--- config.mk ---
export PLATFORM = sky130hd
export DESIGN_NAME = fifo_drain_arbiter
export DESIGN_NICKNAME = d
export VERILOG_FILES = /design/src/rtl/fifo_drain_arbiter.sv
export SDC_FILE = /design/constraint.sdc
export NUM_CORES = 1
export LEC_CHECK = 0
export CAP_MARGIN = 10
export CORE_AREA = 2 2 70 89
export CTS_BUF_LIST = sky130_fd_sc_hd__clkbuf_8
export CTS_CLUSTER_DIAMETER = 150
export DETAILED_ROUTE_END_ITERATION = 6
export DIE_AREA = 0 0 72 91
export PLACE_DENSITY = 0.76
export SLEW_MARGIN = 15
export SYNTH_ARGS = -nofsm -noshare
export SYNTH_HDL_FRONTEND = slang
export SYNTH_SLANG_ARGS = --single-unit
--- constraint.sdc ---
create_clock -name Clk -period 2.05 [get_ports Clk]
set_input_delay 0.41 -clock Clk [delete_from_list [all_inputs] [get_ports Clk]]
set_output_delay 0.41 -clock Clk [all_outputs]
set_load 0.1 [all_outputs]
--- src/rtl/fifo_drain_arbiter.sv ---
// fifo_drain_arbiter
//   Drains four show-ahead FIFOs into a single registered output stage using a
//   round-robin arbiter. One word per cycle is sustained while downstream is
//   ready. A free-running count of accepted words and per-source sticky
//   overflow flags are also kept.
//
//   Optional build macro: FIFO_DRAIN_URGENT_PRIO_EN
//     When defined, non-empty sources flagging AlmostFull are served ahead of
//     the others (round-robin among the urgent set). When undefined,
//     FifoAlmostFull is ignored.
//
// Ports
//   Clk            in   clock, rising edge
//   nReset         in   asynchronous active-low reset
//   Enable         in   1 = new pops allowed; a held word is still delivered
//   FifoEmpty      in   [3:0]  empty flag per source
//   FifoAlmostFull in   [3:0]  almost-full flag per source
//   FifoOverflow   in   [3:0]  overflow flag per source
//   FifoData       in   [63:0] head word of source i on [16i+15:16i]
//   ReadFIFO       out  [3:0]  one-hot pop strobe
//   OutData        out  [15:0] registered output word
//   OutSrc         out  [1:0]  source index of OutData
//   OutValid       out  OutData/OutSrc valid
//   OutReady       in   downstream accepts when OutValid & OutReady
//   WordCount      out  [15:0] accepted-word count, wraps
//   ErrFlag        out  [3:0]  sticky overflow flags
//   ClrErr         in   synchronous clear of ErrFlag (set wins)
module fifo_drain_arbiter (
    input  logic        Clk,
    input  logic        nReset,
    input  logic        Enable,
    input  logic [3:0]  FifoEmpty,
    input  logic [3:0]  FifoAlmostFull,
    input  logic [3:0]  FifoOverflow,
    input  logic [63:0] FifoData,
    output logic [3:0]  ReadFIFO,
    output logic [15:0] OutData,
    output logic [1:0]  OutSrc,
    output logic        OutValid,
    input  logic        OutReady,
    output logic [15:0] WordCount,
    output logic [3:0]  ErrFlag,
    input  logic        ClrErr
);

    typedef enum logic [0:0] {
        StEmpty = 1'b0,
        StHold  = 1'b1
    } state_e;

    state_e      state_q, state_d;
    logic [15:0] data_q, data_d;
    logic [1:0]  src_q, src_d;
    logic [1:0]  ptr_q, ptr_d;
    logic [15:0] count_q, count_d;
    logic [3:0]  err_q, err_d;

    logic [3:0]  cand;
    logic        grant_found;
    logic [1:0]  grant_idx;
    logic        load;
    logic        accept;

`ifdef FIFO_DRAIN_URGENT_PRIO_EN
    logic [3:0]  urgent;
`else
    logic        unused_almost_full;
    assign unused_almost_full = ^FifoAlmostFull;
`endif

    // Candidate set and round-robin search starting at ptr_q.
    always_comb begin
        cand = ~FifoEmpty;
`ifdef FIFO_DRAIN_URGENT_PRIO_EN
        urgent = ~FifoEmpty & FifoAlmostFull;
        if (|urgent) begin
            cand = urgent;
        end
`endif
        grant_found = 1'b0;
        grant_idx   = ptr_q;
        // Walk from the farthest offset down so the nearest candidate wins.
        for (int i = 3; i >= 0; i--) begin
            if (cand[ptr_q + 2'(i)]) begin
                grant_found = 1'b1;
                grant_idx   = ptr_q + 2'(i);
            end
        end
    end

    assign accept = (state_q == StHold) & OutReady;
    // nReset gating keeps the pop strobe quiet while reset is asserted.
    assign load   = nReset & Enable & grant_found & ((state_q == StEmpty) | OutReady);

    always_comb begin
        ReadFIFO = 4'b0000;
        if (load) begin
            ReadFIFO = 4'b0001 << grant_idx;
        end
    end

    always_comb begin
        state_d = state_q;
        data_d  = data_q;
        src_d   = src_q;
        ptr_d   = ptr_q;
        count_d = count_q;
        err_d   = err_q;

        if (load) begin
            state_d = StHold;
            data_d  = FifoData[{grant_idx, 4'b0000} +: 16];
            src_d   = grant_idx;
            ptr_d   = grant_idx + 2'd1;
        end else if (accept) begin
            state_d = StEmpty;
        end

        if (accept) begin
            count_d = count_q + 16'd1;
        end

        err_d = (ClrErr ? 4'b0000 : err_q) | FifoOverflow;
    end

    always_ff @(posedge Clk or negedge nReset) begin
        if (!nReset) begin
            state_q <= StEmpty;
            data_q  <= 16'h0000;
            src_q   <= 2'b00;
            ptr_q   <= 2'b00;
            count_q <= 16'h0000;
            err_q   <= 4'b0000;
        end else begin
            state_q <= state_d;
            data_q  <= data_d;
            src_q   <= src_d;
            ptr_q   <= ptr_d;
            count_q <= count_d;
            err_q   <= err_d;
        end
    end

    assign OutValid  = (state_q == StHold);
    assign OutData   = data_q;
    assign OutSrc    = src_q;
    assign WordCount = count_q;
    assign ErrFlag   = err_q;

endmodule

==> metrics.md, run 1 <==
| Metric | Value |
|---|---|
| CP Capture Point | `ReadFIFO[1]` |
| Initial antenna violation count | `0` |
| Ant. Diodes | `0` |
| First-pass DRT Iterations | `4` |
| H-tree Lvls | `2` |
| Final ANT Viol Nets | `0` |
| Die Ht | `91 um` |
| Critical path data required time | `1.64 ns` |
| CTS root buf | `clkbuf_8` |
| Startpoint types | `primary input` |
| Yosys cell types | `33` |
| Worst R2R End | `OutData[10]` |
| Final hold viol count | `0` |
| R2r setup slk | `0.15 ns` |
| Worst hold path class | `primary input to async pin` |
| Leak | `1.75 nW` |
| CP max FO | `5` |
| Die area | `0.00655 mm^2` |
| Routed Wire Length | `6220 um` |
| Util after Layout | `65.4%` |
| Core area | `0.00570 mm^2` |
| Clk sinks | `41` |
| Inst Count DP | `388` |
| Largest net degree at the start of global routing | `42` |
| Crit path from | `FifoEmpty[0]` |
| #FFs+latches synth | `41` |
| Post-Syn Nets | `275` |
| Syn_area_per_cell | `11.2 um^2` |
| Syn Std Cell Area | `0.00216 mm^2` |
| Share of layout cells above drive strength 1 | `30.6%` |
| Fin worst setup slack | `-0.168 ns` |
| Synth Instances | `193` |
| Vias in the first global route | `2097` |
| First-pass GRT wire length | `10000 um` |
| Fill cell instance count of the final layout | `481` |
| Failing checks | `negative setup slack` |
| Worst Reg2Reg Path Length in Cells | `9` |
| Post-CTS Hold Fix Bufs | `0` |
| I/O Buffers | `119` |
| Final setup fails | `4` |
| Post-layout min period | `2.22 ns` |
| Max-slew headroom | `65.6%` |
| Number of max-cap violations | `0` |
| Wirelength per Cell | `15.4 um` |
| Maximum clock rate | `451 MHz` |
| Placer Congestion | `0.809` |
| Vias after detailed routing | `2058` |
| CTS Buf Count | `5` |
| Arrival @ worst endpoint | `1.81 ns` |
| Synth warn | `0` |
| Nets | `418` |
| Non-filler cells, final | `403` |
| Congestion Overflow GR | `0` |
| Starting Density | `37.8%` |
| Clock transition at the registers of the reported paths | `0.08 ns` |
| DRC | `0` |
| Max-slew violations | `0` |
| Pwr Density | `1360 mW/mm^2` |
| Reg2Reg Launch Point | `ptr_q[1]` |
| RSZ-0062 raised after global routing | `yes` |
| Run status | `complete, but fails checks` |
| All-Layer GR Usage | `19.5%` |
| Vias per cell | `5.11` |
| Rows | `31` |
| CP Class | `primary input to output pin` |
| Syn-to-layout area delta | `73.0%` |
| CTS tree | `built` |
| Part of the cycle the worst path needs | `108%` |
| Crit end category | `output pin` |
| Clk buf depth | `2` |
| HPWL after detailed placement | `4690 um` |
| Worst vdd ir | `984 uV` |
| 1st-iter DRT viols | `72` |
| Slew @ Worst Pin | `0.516 ns` |
| Ports | `124` |
| Sequential cell area fraction in the yosys report | `47.6%` |
| Die W | `72 um` |
| Clock Latency Late Sink | `0.30 ns` |
| Final setup skew | `0.00942 ns` |
[metrics by stage]
step           cell area (um^2)  hold slack [ns]  power [mW]  TNS, ns  setup WS, ns
2_1_floorplan              2200            0.114        3.49   -0.306        -0.189
3_3_place_gp               3530            0.467        4.29    -7.17        -0.416
3_5_place_dp               3530            0.471        4.32    -8.11        -0.454
4_1_cts                    3710            0.273        5.08   -0.514        -0.155
5_1_grt                    3730            0.292        5.29   -0.729        -0.217
6_report                   3730            0.243        5.08   -0.489        -0.168
[power breakdown]
group	internal [mW]	switching, mW
sequential	1.04	0.178
combinational	0.975	2.21
clock	0.392	0.285
total	2.41	2.67
[logic make-up after synthesis]
logic type / Yosys count / synth area share, %
muxes: 33 / 15.4
and+or+nand+nor: 60 / 13.1
AOI/OAI and AO/OA: 31 / 13.1
adders and majority gates: 1 / 0.580
xor gates and xnor gates: 16 / 6.50
buffers and inverters: 11 / 3.71
DFF: 41 / 47.6
[per-layer routing]
metal / part of all wire, % / track usage, % / vias to the layer above
met5: 0 / 0 / -
met4: 1.3 / 5.19 / 0
met3: 8.4 / 5.33 / 7
met2: 50 / 32.6 / 88
met1: 40 / 24.5 / 982
li1: - / - / 981
[layout make-up]
cell class / instances / area, um^2 / share of cell area (%)
multi-input cells: 141 / 1130 / 30.2
inverters: 2 / 7.51 / 0.201
clock inverters: 2 / 33.8 / 0.906
well taps: 66 / 82.6 / 2.21
clock buffers: 6 / 82.6 / 2.21
repair buffers: 145 / 1360 / 36.4
flip-flops and latches: 41 / 1040 / 27.8
[how the worst min path moves through the flow]
stage                     slack [ns]          to  cells after the start
after global placement          0.47   OutSrc[0]                      2
after floorplan                 0.11  ErrFlag[0]                      0
final                           0.24  OutData[1]                      2
after CTS                       0.27    OutValid                      2
after global routing            0.29    ptr_q[1]                      2
after detailed placement        0.47   OutSrc[0]                      2
[synth_stat cells]
cell       number  share of area, %
ha_1            1              0.58
a21o_1          4               1.4
a311oi_1        1              0.41
mux2_2          1              0.52
o221ai_2        6               4.2
nor3_1          1              0.23
inv_1           2              0.35
and2b_1         1              0.35
a221oi_2        1              0.70
and2_1          1              0.29
nand4_1         5               1.5
a2bb2oi_1       1              0.41
buf_6           4               2.1
nand2_1        29               5.0
o21ai_0         5               1.2
o221ai_1       10               4.1
xnor2_1        13               5.3
nand3_1         6               1.4
nor2_1          6               1.0
and3b_1         1              0.41
a21oi_1         1              0.23
o21ai_1         1              0.23
mux2i_1        32                15
nand2_2         1              0.29
nor2b_1         2              0.58
and3_1          4               1.2
dfrtp_1        41                48
buf_4           2              0.70
o21a_1          1              0.35
buf_2           1              0.23
xor2_1          3               1.2
nand2b_1        3              0.87
clkbuf_1        2              0.35
[cell usage in the layout (no fill, tap or decap), types with 2 or more instances in the layout]
cell type | synthesis | routed
o21ai_0 | 5 | 3
clkdlybuf4s50_1 | 0 | 71
xor2_1 | 3 | 3
nor2_1 | 6 | 4
nand4_1 | 5 | 5
mux2i_1 | 32 | 32
nor2_4 | 0 | 2
buf_12 | 0 | 7
and3_1 | 4 | 3
dlygate4sd2_1 | 0 | 3
o221ai_1 | 10 | 10
clkbuf_8 | 0 | 6
xnor2_1 | 13 | 13
inv_1 | 2 | 3
nor2b_4 | 0 | 2
nand2_1 | 29 | 29
nand3_1 | 6 | 6
o21ai_1 | 1 | 2
dfrtp_2 | 0 | 5
buf_4 | 2 | 62
o221ai_2 | 6 | 6
a21o_1 | 4 | 4
dfrtp_1 | 41 | 35
[critical path: stages]
cell and delay (ns):
dlygate4sd2_1 0.28, nand2b_1 0.17, o21ai_1 0.11, a221oi_4 0.31
buf_4 0.17, and3_4 0.18, buf_12 0.17
[state kept, by name, indices dropped and copies added (netlist names)]
| signal | count |
|---|---|
| ErrFlag | 4 |
| ptr_q | 2 |
| WordCount | 16 |
| OutSrc | 2 |
| OutData | 16 |
| OutValid | 1 |
[what timing repair did]
item                                    CTS  global route
pin swaps                                 4             2
endpoints found under the setup margin   20             6
setup buffers                             5             2
resized for setup                        11             2
No activity file was read; power rests on OpenSTA's default activity.
==> inputs of run 2 (changes only) <==
Settings changed: CORE_AREA 2 2 70 89 to 2 2 71 87, DIE_AREA 0 0 72 91 to 0 0 73 89, SETUP_SLACK_MARGIN set to 0.4.
==> run 2 against run 1 <==
  * The flow still finishes with violations (negative setup slack)
  * Sequential share of layout area shrank 1.2 points
  * Non-clock buffer count grew 3
  * Setup slack lost 0.031 ns
  * Critical path depth is the same
  * Final cell count grew 0.25%
  * Via count is essentially flat
  * Largest cell class unchanged
==> metrics.md, run 2 (same netlist as run 1, synthesis figures left out) <==
| Metric | Value |
|---|---|
| PnR Total Power | `5.37 mW (+5.8%)` |
| H-tree Lvls | `2 (unchanged)` |
| Final setup skew | `0.00682 ns (-0.00260 ns)` |
| Min Hold Slack | `0.197 ns (-0.0453 ns)` |
| CP Class | `register to output pin` |
| Clock transition at the registers of the reported paths | `0.08 ns (about the same)` |
| CTS root buf | `clkbuf_8` |
| Leak | `1.80 nW (+2.8%)` |
| Clock Latency Late Sink | `0.29 ns (about the same)` |
| Worst hold path class | `primary input to async pin` |
| Rows | `30 (-3.2%)` |
| Run status | `complete, but fails checks` |
| Most frequent cells in the layout | `clkdlybuf4s50_1 (71), buf_4 (53), dfrtp_1 (28), nand2_1 (28), mux2i_1 (21)` |
| Fin worst setup slack | `-0.199 ns (-0.0307 ns)` |
| Fill cell instance count of the final layout | `408 (-15%)` |
| Post-CTS Hold Fix Bufs | `0 (unchanged)` |
| R2r setup slk | `-0.08 ns (-0.23 ns)` |
| Ports | `124 (unchanged)` |
| Vias in the first global route | `2027 (-3.3%)` |
| Largest net degree at the start of global routing | `43 (+2.4%)` |
| 1st-iter DRT viols | `62 (-14%)` |
| Starting Density | `38.5% (+0.74 points)` |
| Place WS | `-0.417 ns (+0.0367 ns)` |
| Commonest non-fill, non-tap cell in the layout | `clkdlybuf4s50_1` |
| Routed Wire Length | `6260 um (+0.63%)` |
| Die Ht | `89 um (-2.2%)` |
| Post-layout min period | `2.25 ns (+0.0307 ns)` |
| Ant. Diodes | `0 (unchanged)` |
| Nets | `421 (+0.72%)` |
| Buffers & Inverters on Critical Path | `4 (+1)` |
| Initial antenna violation count | `0 (unchanged)` |
| Pwr Density | `1350 mW/mm^2 (-0.82%)` |
| Critical path data required time | `1.64 ns (about the same)` |
| DP Area | `0.00353 mm^2 (-0.11%)` |
| Worst R2R End | `OutData[15]` |
| Placer Congestion | `0.772 (-4.5%)` |
| Core area | `0.00559 mm^2 (-1.9%)` |
| Max-slew headroom | `65.0% (-0.52 points)` |
| Vias per cell | `5.10 (-0.20%)` |
| Crit-path cells | `buf_6 > buf_4 > a221oi_4 > buf_4 > nand2_4 > nor2_4 > buf_12` |
| Maximum clock rate | `445 MHz (-1.4%)` |
| CTS Buf Count | `5 (unchanged)` |
| Slowest CP cell | `dfrtp_1` |
| Syn-to-layout area delta | `84.6%` |
| Wirelength per Cell | `15.5 um (+0.38%)` |
| Worst vdd ir | `903 uV (-8.2%)` |
| Cell family with most CP delay | `buffers and inverters` |
| Crit-path most repeated cell | `buf_4` |
| Final ANT Viol Nets | `0 (unchanged)` |
| CTS tree | `built` |
| Die W | `73 um (+1.4%)` |
| CP max FO | `4 (-1)` |
| Max-slew violations | `0 (unchanged)` |
| First-pass GRT wire length | `9540 um (-4.8%)` |
| Failing checks | `negative setup slack` |
| Final hold viol count | `0 (unchanged)` |
| HPWL after detailed placement | `4270 um (-8.9%)` |
| Slew @ Worst Pin | `0.524 ns (+0.00784 ns)` |
| RSZ-0062 raised after global routing | `yes` |
| CP peak stage delay | `0.43 ns (+0.12 ns)` |
| Arrival @ worst endpoint | `1.84 ns (+0.03 ns)` |
| Share of layout cells above drive strength 1 | `38.8% (+8.3 points)` |
| First-pass DRT Iterations | `4 (unchanged)` |
| Crit end category | `output pin` |
| All-Layer GR Usage | `19.0% (-0.46 points)` |
| Startpoint types | `register` |
| Die area | `0.00650 mm^2 (-0.84%)` |
| Clk buf depth | `2 (unchanged)` |
| I/O Buffers | `119 (unchanged)` |
| Part of the cycle the worst path needs | `110% (+1.5 points)` |
| Number of max-cap violations | `0 (unchanged)` |
| Congestion Overflow GR | `0 (unchanged)` |
| DRC | `0 (unchanged)` |
| Clk sinks | `41 (unchanged)` |
| Post-route cell area | `0.00398 mm^2 (+6.7%)` |
| Final setup fails | `20 (+16)` |
| Reg2Reg Launch Point | `ptr_q[1]` |
| Vias after detailed routing | `2059 (+0.049%)` |
| Worst Reg2Reg Path Length in Cells | `10 (+1)` |
run 2: cell types whose count changed in the layout (fill, tap and decap cells not counted), sizes merged:
cell	delta
buf	+2
dlygate4sd2	-1
clkdlybuf4s15	+1
clkinv	+1
run 2: routing by layer:
layer  up-vias  GRT usage [%]  routed length [um]
met5         -              0                   0
met4         0           6.06                 103
met3         8           5.30                 401
met2        88           34.5                3360
met1       971           21.4                2390
li1        992              -                   -
run 2: worst register-to-register path: stages, from the launching register on:
cell and delay [ns]:
dfrtp_1 0.43, buf_6 0.14, and3b_1 0.17, a311oi_2 0.31, a21oi_4 0.11, buf_6 0.15
buf_6 0.11, buf_8 0.12, buf_12 0.15, mux2i_1 0.16, o221ai_1 0.14
run 2: how the worst max path moves through the flow:
stage	from	endpoint	slack, ns	cells past startpoint
floorplan	FifoEmpty[3]	ReadFIFO[3]	-0.19	6
global route	ptr_q[1]	ReadFIFO[3]	-0.25	8
detailed placement	FifoEmpty[0]	ReadFIFO[2]	-0.42	7
CTS	ptr_q[1]	ReadFIFO[1]	-0.18	6
finish	ptr_q[1]	ReadFIFO[3]	-0.20	7
global placement	FifoEmpty[3]	ReadFIFO[1]	-0.39	7
run 2: area by class of cell:
type / instances / area, um^2 / share of cell area (%)
timing repair buffer: 148 / 1490 / 37.3
inverter: 2 / 7.51 / 0.189
sequential: 41 / 1060 / 26.6
tap: 64 / 80.1 / 2.01
clock inverter: 3 / 38.8 / 0.975
multi-input combinational: 141 / 1240 / 31.2
clock buffer: 5 / 68.8 / 1.73
run 2: timing repair:
item | CTS | global route
gates cloned | 2 | 1
pin swaps | 12 | 13
gates resized for setup | 33 | 23
buffers inserted | 6 | 3
endpoints found under the setup margin | 24 | 29
run 2: power by group:
part	total (mW)	leakage, nW	switching (mW)	internal (mW)
clock	0.635	0.0593	0.278	0.357
combinational	3.50	1.24	2.31	1.19
sequential	1.24	0.498	0.182	1.06
run 2: stage by stage:
stage / setup TNS [ns] / std cells / utilization (%)
floorplan: -0.288 / 193 / -
global placement: -7.58 / 384 / 63.1
detailed placement: -8.02 / 384 / 63.1
CTS: -1.20 / 400 / 68.7
global route: -3.24 / 404 / 71.1
finish: -1.61 / 404 / 71.1
